--- config.mk ---
export PLATFORM = sky130hd
export DESIGN_NAME = regfile_np
export DESIGN_NICKNAME = d
export VERILOG_FILES = /design/src/rtl/regfile_np.sv
export SDC_FILE = /design/constraint.sdc
export NUM_CORES = 2
export LEC_CHECK = 0
export CAP_MARGIN = 15
export CORE_MARGIN = 3
export CORE_UTILIZATION = 39
export DETAILED_ROUTE_END_ITERATION = 10
export PLACE_DENSITY = 0.62
export SYNTH_ARGS = -nofsm -noshare
export SYNTH_HDL_FRONTEND = slang
export SYNTH_SLANG_ARGS = --single-unit
--- constraint.sdc ---
create_clock -name clk -period 2.45 [get_ports clk]
set_input_delay 0.245 -clock clk [delete_from_list [all_inputs] [get_ports clk]]
set_output_delay 0.245 -clock clk [all_outputs]
set_load 0.02 [all_outputs]
--- src/rtl/regfile_np.sv ---
// Parametrised register file: one write port, NUM_RD read ports, optional
// hardwired-zero entry, same-cycle write bypass and optional registered read.
module regfile_np #(
    parameter int WIDTH    = 64,
    parameter int NUM_REGS = 32,
    parameter int ADDR_W   = 5,
    parameter int NUM_RD   = 2,
    parameter int ZERO_REG = 31,
    parameter int BYPASS   = 1,
    parameter int READ_REG = 0
) (
    input  logic                       clk,
    input  logic                       reset,
    input  logic                       wr_en,
    input  logic [ADDR_W-1:0]          wr_addr,
    input  logic [WIDTH-1:0]           wr_data,
    input  logic [NUM_RD*ADDR_W-1:0]   rd_addr,
    output logic [NUM_RD*WIDTH-1:0]    rd_data
);

    if (NUM_RD < 1 || NUM_RD > 4) begin : g_bad_num_rd
        $error("regfile_np: NUM_RD must be in 1..4");
    end
    if ((2 ** ADDR_W) < NUM_REGS) begin : g_bad_addr_w
        $error("regfile_np: ADDR_W too narrow for NUM_REGS");
    end
    if (ZERO_REG >= NUM_REGS) begin : g_bad_zero_reg
        $error("regfile_np: ZERO_REG must be below NUM_REGS or -1");
    end
    if (NUM_REGS < 2) begin : g_bad_num_regs
        $error("regfile_np: NUM_REGS must be at least 2");
    end

    // One extra bit so NUM_REGS == 2**ADDR_W still compares correctly.
    localparam logic [ADDR_W:0]   NREGS_L  = (ADDR_W + 1)'(NUM_REGS);
    localparam bit                HAS_ZERO = (ZERO_REG >= 0);
    localparam logic [ADDR_W-1:0] ZERO_IDX = ADDR_W'(HAS_ZERO ? ZERO_REG : 0);
    localparam bit                USE_BYP  = (BYPASS != 0);

    logic [WIDTH-1:0] mem [NUM_REGS];
    logic [WIDTH-1:0] rd_val [NUM_RD];
    logic             wr_ok;

    assign wr_ok = wr_en && ({1'b0, wr_addr} < NREGS_L)
                   && !(HAS_ZERO && (wr_addr == ZERO_IDX));

    always_ff @(posedge clk) begin
        if (reset) begin
            for (int i = 0; i < NUM_REGS; i++) begin
                mem[i] <= '0;
            end
        end else if (wr_ok) begin
            mem[wr_addr] <= wr_data;
        end
    end

    // Zero-register and out-of-range squash the bypass as well as the array.
    always_comb begin
        for (int p = 0; p < NUM_RD; p++) begin
            logic [ADDR_W-1:0] ra;
            ra = rd_addr[p*ADDR_W +: ADDR_W];
            rd_val[p] = '0;
            if (({1'b0, ra} >= NREGS_L) || (HAS_ZERO && (ra == ZERO_IDX))) begin
                rd_val[p] = '0;
            end else if (USE_BYP && wr_en && !reset && (wr_addr == ra)) begin
                rd_val[p] = wr_data;
            end else begin
                rd_val[p] = mem[ra];
            end
        end
    end

    if (READ_REG != 0) begin : g_read_reg
        always_ff @(posedge clk) begin
            for (int p = 0; p < NUM_RD; p++) begin
                if (reset) begin
                    rd_data[p*WIDTH +: WIDTH] <= '0;
                end else begin
                    rd_data[p*WIDTH +: WIDTH] <= rd_val[p];
                end
            end
        end
    end else begin : g_read_comb
        always_comb begin
            rd_data = '0;
            for (int p = 0; p < NUM_RD; p++) begin
                rd_data[p*WIDTH +: WIDTH] = rd_val[p];
            end
        end
    end

endmodule

==> results.md <==
* Outcome: finished with violations
* Failing checks: negative setup slack
* Initial cell density of the core at 39.3%
* Fmax at approximately 320 MHz
* Maximum root-to-sink buffer count at 4
* Pre-antenna DRT Iters at 6
* Sequential share of power at about 47%
* Core ar. at ~270000 um^2
* Die Width at around 530 um
* Routed Wire Length at approximately 450000 um
* Post-Synth Simple-Gate Area at approximately an eighth
* Clock network power share at a little under two fifths
* Largest family of logic cells by synthesized area: multiplexers
* WL/cell at about 39 um
* Yosys cell types at 42
* Final net count at around 8k
* DR vias/cell at 6.56
* Worst slew pin tran at roughly 960 ps
* Syn-to-layout area delta at 24.4%
* CTS Buf Count at approximately 230
* Crit-path cells: mux4_2, mux2_4, a22oi_2, nand2_1, a32o_2, buf_6
* Number of port buffers at 209
* CTS tree: built
* Ys Warns at 0
* Hold_ws at ~220 ps
* Area leader, netlist: edfxtp_1
* Power Internal at about 66 mW
* Die area at 283000 um^2
* Peak supply drop at between 0.5 and 0.6 mV
* XOR/XNOR Fraction of Synth Area at 0.0812%
* Dpl cell area at 124000 um^2
* Placed insts at 11.2k
* #FFs+latches synth at approximately 2.0k
* Share of cells above drive strength 1 at 36.0%
* Worst path max stage delay at ~490 ps
* CP max FO at 2
* Initial drt markers at between 10k and 15k
* Hold Path Class: in2reg
* Mux share of post-synthesis cell area at 21.8%
* Pins Over Slew Limit at 0
* Antenna violations before repair at 49
* Post-Synth Adder-Cell Area at 0%
* DR vias at 77.0k
* Clock sinks at slightly above 2k
* Number of synthesized flops with an enable pin at around 2k
* GRT Util Overall at between 30 and 40%
* First-pass GRT wire length at between 600000 and 700000 um
* Crit path arrival time at roughly 2900 ps
* DR DRC count at 0
* Setup CP Type: reg2out
* Root Driver: clkbuf_16
* Setup Viol. Count Final at between 100 and 150
* Crit path max-delay family: multiplexers
* Synth top area cells: edfxtp_1, mux4_2, and2_1, mux2i_1, clkbuf_1
* Finished Layout Cells at ~12k
* Slew margin rel. at between 30% and 40%
* Filler cell count at 23.1k
* Clock slew at reported path FFs at ~70 ps
* Post-synthesis area per instance at roughly 15 um^2
* Pin count of the biggest net entering global routing at 78
* Slowest cell on crit path: mux4_2
* Post-route ant nets at 0
* Leak at roughly 47 nW
* Crit. End Element: output port
* FFs w/ async S/R, synth at 0%
* Share of the synthesized area in the top cell type at between 50% and 60%
* Register area share after synthesis at 57.1%
* Sw power at 23.4 mW
* Gpl congestion at approximately 0.95
* Final count of hold timing violations at 0
* Core Rows at about 190
* Synth cell count leaders: edfxtp_1, and2_1, mux4_2
* Final worst-path setup slack at -671 ps
* CTS H-Tree Depth at 4
* Vias in the first global route at 76.4k
* I/O pin count at 210
* Synth Area in Compound Gates at 5.14%
* Max_cap viols at 0
* Synth Instances at 7145
* CP Buf/Inv Count at 1
* GR Overflow Total at 0
* Power per cell area at around 670 nW/um^2
* Largest register FFs at around 2.0k
* Total power at around 89 mW
* Final instance area at 134000 um^2
* Syn Std Cell Area at 108000 um^2
* Crit path time final at roughly 3100 ps
* CP startpoint kind: flip-flop
* Worst EP required at about 2200 ps
* Most frequent cell after synthesis: edfxtp_1
* Sw frac at around a quarter
* Comb pwr share at between 10% and 20%
* Height of the die at ~530 um
* Hpwl dp at roughly 290000 um
* RSZ-0062 raised after global routing: yes
* Share of the clock period used by the worst path at 127%
* Top flop regs: mem x2048
* Top reg by flops: mem
* Synth Flop Type: edfxtp_1
==> stage by stage <==
stage | util, % | setup TNS [ps] | worst slack, ps
after detailed placement | 45.1 | -375870 | -1260
after global routing | 48.9 | -57220 | -793
after floorplan | - | 0 | 11.0
final | 48.9 | -51010 | -671
after global placement | 45.1 | -375800 | -1330
after CTS | 48.4 | -53260 | -716
==> layer usage <==
metal  up-vias  wire [um]  GRT usage [%]
met1     39298     153000           39.7
met3      1592      64400           9.00
met4         0      34900           19.9
met5         -          0              0
li1      29219          -              -
met2      6873     201000           47.1
==> path summary, 6_finish.rpt <==
| kind | from | endpoint | cells past startpoint |
|---|---|---|---|
| max | mem[6][62] | rd_data[126] | 6 |
| min | wr_data[54] | mem[1][54] | 2 |
==> power groups by stage <==
stage	combinational, mW	sequential (mW)	clock (mW)
floorplan	6.58	41.8	0
global placement	12.6	42.1	0
detailed placement	12.7	42.2	0
CTS	13.3	41.5	34.0
global route	14.1	41.7	35.4
finish	13.8	41.5	33.9
==> logic make-up after synthesis <==
logic type,count (synthesis)
buffers and inverters,810
xor gates and xnor gates,10
AOI/OAI and AO/OA,745
muxes,1195
DFF,2048
and+or+nand+nor,2336
other,1
==> cell type report <==
type,instances,area [um^2],share of cell area [%]
multi-input cells,4350,45700,34.1
flip-flops and latches,2048,61500,45.9
clock inverters,142,1340,1.00
clock buffers,261,5810,4.33
repair buffers,1217,15000,11.2
well taps,3686,4610,3.44
inverters,5,18.8,0.0140
diodes,26,65.1,0.0485
==> cell usage in the layout, fill, tap and decap left out, drive strengths merged, types with 3 or more instances in the layout <==
| cell | n |
|---|---|
| nand2b | 6 |
| nand3 | 14 |
| and3 | 3 |
| a21oi | 73 |
| a22o | 88 |
| nor2 | 88 |
| mux4 | 921 |
| nor4 | 3 |
| edfxtp | 2048 |
| nand4 | 3 |
| a32o | 65 |
| conb | 64 |
| mux2i | 271 |
| xnor2 | 10 |
| o21ai | 28 |
| inv | 9 |
| buf | 1144 |
| clkbuf | 264 |
| nand3b | 5 |
| and2 | 1893 |
| a221o | 3 |
| o221ai | 71 |
| or2 | 32 |
| diode | 26 |
| o22ai | 166 |
| a32oi | 25 |
| clkinvlp | 22 |
| bufinv | 21 |
| nand2 | 153 |
| nor2b | 10 |
| a211oi | 74 |
| clkinv | 95 |
| clkdlybuf4s50 | 67 |
| a22oi | 148 |
| mux2 | 3 |
| nor3 | 122 |
| or3 | 3 |
==> timing repair <==
item	CTS	global route
setup buffers	41	32
setup endpoints to repair	128	128
hold endpoints to repair	5	0
gates cloned	5	2
pin swaps	279	103
resized for setup	724	187
hold buffers	1	0
No activity file was read; power rests on OpenSTA's default activity.
